==> config.mk <==
export PLATFORM = sky130hd
export DESIGN_NAME = mod_mult_barrett_flat
export DESIGN_NICKNAME = d
export VERILOG_FILES = /design/src/rtl/mod_mult_barrett_if.sv /design/src/rtl/mod_mult_barrett.sv /design/src/flat_wrapper.sv
export SDC_FILE = /design/constraint.sdc
export NUM_CORES = 2
export LEC_CHECK = 0
export ABC_AREA = 1
export BUFFER_PORTS_ARGS = -buffer_cell sky130_fd_sc_hd__buf_2
export CAP_MARGIN = 20
export CELL_PAD_IN_SITES_DETAIL_PLACEMENT = 1
export CELL_PAD_IN_SITES_GLOBAL_PLACEMENT = 2
export CORE_ASPECT_RATIO = 0.8
export CORE_UTILIZATION = 40
export DETAILED_ROUTE_END_ITERATION = 16
export PLACE_DENSITY = 0.92
export SYNTH_ARGS = -nofsm -noshare
export SYNTH_HDL_FRONTEND = slang
export SYNTH_SLANG_ARGS = --single-unit
==> constraint.sdc <==
create_clock -name clk -period 12.57 [get_ports clk]
set_clock_uncertainty 0.15 [all_clocks]
set_input_delay 2.514 -clock clk [delete_from_list [all_inputs] [get_ports clk]]
set_output_delay 2.514 -clock clk [all_outputs]
set_load 0.05 [all_outputs]
==> src/rtl/mod_mult_barrett_if.sv <==
// mod_mult_barrett_if: stall/valid operand and result bundle for the Barrett multiplier
`ifndef DATA_SIZE_ARB
`define DATA_SIZE_ARB 16
`endif
interface mod_mult_barrett_if #(
  parameter int DATA_W = `DATA_SIZE_ARB,
  parameter int K = `DATA_SIZE_ARB
) ();
  logic stall;
  logic in_valid;
  logic sel_in;
  logic [DATA_W-1:0] q;
  logic [K:0] mu;
  logic [DATA_W-1:0] u_in;
  logic [DATA_W-1:0] a_in;
  logic [DATA_W-1:0] w_in;
  logic out_valid;
  logic sel_out;
  logic [DATA_W-1:0] u_out;
  logic [DATA_W-1:0] v_out;
  modport slave (
    input stall, in_valid, sel_in, q, mu, u_in, a_in, w_in,
    output out_valid, sel_out, u_out, v_out
  );
  modport master (
    output stall, in_valid, sel_in, q, mu, u_in, a_in, w_in,
    input out_valid, sel_out, u_out, v_out
  );
endinterface

==> src/rtl/mod_mult_barrett.sv <==
// mod_mult_barrett: 4-stage pipelined Barrett (a*w) mod q with time-aligned u/sel passthrough and global stall
`ifndef DATA_SIZE_ARB
`define DATA_SIZE_ARB 16
`endif
module mod_mult_barrett #(
  parameter int DATA_W = `DATA_SIZE_ARB,
  parameter int K = `DATA_SIZE_ARB
) (
  input logic clk,
  input logic reset,
  mod_mult_barrett_if.slave bus
);
  localparam int PW = 2 * DATA_W;
  localparam int TW = 2 * K + 2;
  localparam int QW = DATA_W + K + 1;
  localparam int CW = DATA_W + 2;
  logic [PW-1:0] prod;
  logic [TW-1:0] t;
  logic [QW-1:0] qq;
  logic [CW-1:0] rx, qx, q2, red;
  logic [2*K-1:0] p1_q, p1_d, p2_q;
  logic [K:0] qhat_q, qhat_d;
  logic [K+1:0] r_q, r_d;
  logic [DATA_W-1:0] v_q, v_d;
  logic [3:0][DATA_W-1:0] u_q;
  logic [3:0] vld_q, sel_q;
  logic unused_bits;
  // Stage arithmetic: product, quotient estimate, remainder mod 2^(K+2), final conditional subtraction
  always_comb begin
    prod = PW'(bus.a_in) * PW'(bus.w_in);
    p1_d = prod[2*K-1:0];
    t = TW'(p1_q[2*K-1:K-1]) * TW'(bus.mu);
    qhat_d = t[TW-1:K+1];
    qq = QW'(qhat_q) * QW'(bus.q);
    r_d = p2_q[K+1:0] - qq[K+1:0];
    rx = CW'(r_q);
    qx = CW'(bus.q);
    q2 = qx << 1;
    red = rx >= q2 ? rx - q2 : rx >= qx ? rx - qx : rx;
    v_d = red[DATA_W-1:0];
  end
  assign unused_bits = ^{prod, t, qq, p2_q, red};
  // Pipeline registers: all advance together unless stalled; reset discards every in-flight beat
  always_ff @(posedge clk or negedge reset)
    if (!reset) begin
      p1_q <= '0;
      p2_q <= '0;
      qhat_q <= '0;
      r_q <= '0;
      v_q <= '0;
      u_q <= '0;
      vld_q <= '0;
      sel_q <= '0;
    end else if (!bus.stall) begin
      p1_q <= p1_d;
      p2_q <= p1_q;
      qhat_q <= qhat_d;
      r_q <= r_d;
      v_q <= v_d;
      u_q <= {u_q[2:0], bus.u_in};
      vld_q <= {vld_q[2:0], bus.in_valid};
      sel_q <= {sel_q[2:0], bus.sel_in};
    end
  assign bus.out_valid = vld_q[3];
  assign bus.sel_out = sel_q[3];
  assign bus.u_out = u_q[3];
  assign bus.v_out = v_q;
endmodule

==> src/flat_wrapper.sv <==
// flat-port wrapper written by rule: the top's interface ports become plain ports
module mod_mult_barrett_flat 
#(
  parameter int DATA_W = `DATA_SIZE_ARB,
  parameter int K = `DATA_SIZE_ARB
)
  (clk, reset, bus_stall, bus_in_valid, bus_sel_in, bus_q, bus_mu, bus_u_in, bus_a_in, bus_w_in, bus_out_valid, bus_sel_out, bus_u_out, bus_v_out);
  mod_mult_barrett_if #(.DATA_W(DATA_W), .K(K)) bus_i ();
  input logic clk;
  input logic reset;
  input wire logic [$bits(bus_i.stall)-1:0] bus_stall;
  input wire logic [$bits(bus_i.in_valid)-1:0] bus_in_valid;
  input wire logic [$bits(bus_i.sel_in)-1:0] bus_sel_in;
  input wire logic [$bits(bus_i.q)-1:0] bus_q;
  input wire logic [$bits(bus_i.mu)-1:0] bus_mu;
  input wire logic [$bits(bus_i.u_in)-1:0] bus_u_in;
  input wire logic [$bits(bus_i.a_in)-1:0] bus_a_in;
  input wire logic [$bits(bus_i.w_in)-1:0] bus_w_in;
  output wire logic [$bits(bus_i.out_valid)-1:0] bus_out_valid;
  output wire logic [$bits(bus_i.sel_out)-1:0] bus_sel_out;
  output wire logic [$bits(bus_i.u_out)-1:0] bus_u_out;
  output wire logic [$bits(bus_i.v_out)-1:0] bus_v_out;
  assign bus_i.stall = bus_stall;
  assign bus_i.in_valid = bus_in_valid;
  assign bus_i.sel_in = bus_sel_in;
  assign bus_i.q = bus_q;
  assign bus_i.mu = bus_mu;
  assign bus_i.u_in = bus_u_in;
  assign bus_i.a_in = bus_a_in;
  assign bus_i.w_in = bus_w_in;
  assign bus_out_valid = bus_i.out_valid;
  assign bus_sel_out = bus_i.sel_out;
  assign bus_u_out = bus_i.u_out;
  assign bus_v_out = bus_i.v_out;
  mod_mult_barrett #(.DATA_W(DATA_W), .K(K)) u_core (.clk(clk), .reset(reset), .bus(bus_i));
endmodule
==> run_results.csv <==
group,metric,value,unit
cts,clk_path_buf_depth,2,
cts,h-tree-depth,4,
cts,ctsHoldBuffers,0,
timing,setup_viol,0,
run_status,status,"completed",
global_routing,grt_use_total,23.2,%
layout,area_delta_synth_final,5.12,%
global_routing,gr-total-overflow,0,
route,drt_pre_antenna_iters,8,
floorplan,die_area,0.0846,mm^2
logic_synthesis,syn_area,0.0334,mm^2
logic_synthesis,synth_fp_nets,5423,
logic_synthesis,synth_edf_count,0,
setup_path,rrSetupSlack,6.13,ns
cts,cts_resized,0,
route,via_per_inst,4.94,
setup_path,crit_family,"adder cells",
place,io_buffers,119,
logic_synthesis,ys_seq_elements,173,
global_routing,grt_max_degree,108,
floorplan,coreArea,0.0824,mm^2
setup_path,cp.arrival,8.05,ns
logic_synthesis,synth_async_sr_flop_share,100,%
timing,setup_tns,0,ns
timing,relSlewSlack,30.7,%
cts,cts_tree,"built",
layout,seqCellArea,0.00433,mm^2
logic_synthesis,synth_most_common_cell,"nand2_1",
floorplan,io-pin-count,120,
cts,worstSkewPairLatency,0.47,ns
job,maxCapViolCount,0,
place,gp_congestion,0.890,
cts,cts_setup_buffers,0,
route,drc,0,
cts,clockRootBuffer,"clkbuf_16",
setup_path,cpPeakStageDelay,0.56,ns
logic_synthesis,synth.largest_area_cell,"fa_1",
timing,clock.fmax,128,MHz
logic_synthesis,ys_warn_count,0,
layout,nets,5344,
timing,rsz0062_at_grt,"no",
timing,period_share,62.4,%
cts,cts_made_buffers,17,
setup_path,start_kind,"input port",
setup_path,critPathRequiredTime,12.78,ns
route,routedWlPerCell,17.0,um
timing,drv_slew,0,
min_path,hold_class,"flop to flop",
logic_synthesis,synth_commonest_cells,"nand2_1 (1356), inv_1 (1144), fa_1 (544)",
logic_synthesis,yosysUniqueCellTypes,49,
global_routing,grt_pass1_vias,29900,
global_routing,antenna_found_initial,0,
layout,drive_gt1_share,4.58,%
setup_path,critPathMostFrequentCell,"nand2_1",
setup_path,end_kind,"flop",
timing,period_minus_slack,7.84,ns
place,hpwl,77000,um
floorplan,chipHeight,260,um
cts,clk_pin_slew_worst_paths,0.09,ns
route,wirelength,94100,um
layout,multi_input_area,0.0238,mm^2
layout,fillCellCount,10400,
route,drt_iter0_markers,1421,
route,antenna_left,0,
setup_path,cp_max_fo,17,
route,dr_total_vias,27400,
floorplan,floorplan.initialDensity,40.5,%
setup_path,critPathBufInv,6,
floorplan,rows,94,
timing,hold_violations,0,
logic_synthesis,synth_top_area_share,32.6,%
logic_synthesis,post_synth.cell_area_avg,7.42,um^2
logic_synthesis,netlist_instances,4495,
global_routing,grt_pass1_wl,157000,um
logic_synthesis,ys_top_cells_by_area,"fa_1 (33%), nand2_1 (15%), dfrtp_1 (13%)",
floorplan,die_w,325,um
timing,tightest_slew,1.04,ns
logic_synthesis,synth_ff_type,"dfrtp_1",
setup_path,critPathSlowestCell,"fa_1",
setup_path,crit_type,"input port to flop",
logic_synthesis,ys_seq_area_share,13.0,%
cts,cts_sinks,173,
## sequential cells by signal, indices dropped and copies added (netlist names)
register	count
u_core.bus.u_out	16
u_core.bus.v_out	16
u_core.p1_q	32
u_core.p2_q	18
u_core.qhat_q	17
u_core.r_q	18
u_core.sel_q	4
u_core.u_q	48
u_core.vld_q	4
## tightest hold or removal path: cells and delay by family (launching register included)
| family | cells | cell delay, ns |
|---|---|---|
| DFF | 1 | 0.34 |
| and+or+nand+nor | 2 | 0.10 |
## final cells by class
cell class / count / share of cell area (%)
tap: 1104 / 3.94
clock inverter: 15 / 0.485
antenna: 1 / 0.00713
multi-input combinational: 2947 / 67.8
timing repair buffer: 128 / 1.93
clock buffer: 17 / 1.21
inverter: 1149 / 12.3
sequential: 173 / 12.3
## worst paths after layout
kind | startpoint | endpoint | depth (start not counted)
worst max-delay path | bus_mu[8] | u_core.qhat_q[8] | 25
worst min-delay path | u_core.bus.u_out[13] | u_core.bus.u_out[13] | 2
worst max register to register | u_core.p1_q[21] | u_core.qhat_q[8] | 24
worst min register to register | u_core.bus.u_out[13] | u_core.bus.u_out[13] | 2
max in group asynchronous | reset | u_core.u_q[37] | 2
min in group asynchronous | reset | u_core.r_q[15] | 1
## through the flow
step	area, um^2	setup WS (ns)	util [%]	hold WS [ns]	std cells
CTS	35100	4.77	42.5	0.331	5533
global route	35100	4.50	42.5	0.352	5533
global placement	34500	4.34	41.8	0.303	5501
finish	35100	4.73	42.6	0.326	5534
detailed placement	34500	4.26	41.8	0.309	5501
floorplan	33400	4.75	-	0.292	4495
## layout by cell type (no fill, tap or decap), types with 7 or more instances in the layout
cell       count
nor3_1        19
nand2_1     1356
nand3b_1      12
xnor2_1       24
dfrtp_1      173
o21bai_1      11
a21o_1        11
a31oi_1        7
ha_1         298
a21oi_1      119
nand3_1      136
clkbuf_16     17
xor2_1        18
nor2_1       141
inv_1       1143
buf_4          9
o21ai_1       14
buf_2        117
o21ai_0      143
or2_2         13
o211ai_2       7
fa_1         544
nand4_1       24
## metal layers
metal  global-route usage [%]  up-vias  routed length (um)  part of all wire, %
li1                         -    12900                   -                    -
met1                     32.1    13800               44700                   48
met2                     39.2      471               44400                   47
met3                     2.70      104                3530                  3.7
met4                     4.51        0                1520                  1.6
met5                        0        -                   0                    0
## kinds of logic (layout without fill, tap and decap cells)
kind of cell	count (synthesis)	count (layout)	synth area share (%)
adder cells (fa/ha/maj)	842	842	43.8
AO/OA/AOI/OAI	346	346	5.82
buffers and inverters	1375	1309	15.8
XOR/XNOR	42	42	1.10
AND/OR/NAND/NOR	1717	1717	20.5
flip-flops	173	173	13.0
other	0	1	0
Power is not shown: default switching activity piles up to over one toggle a cycle in this logic, so the estimate is an artifact.
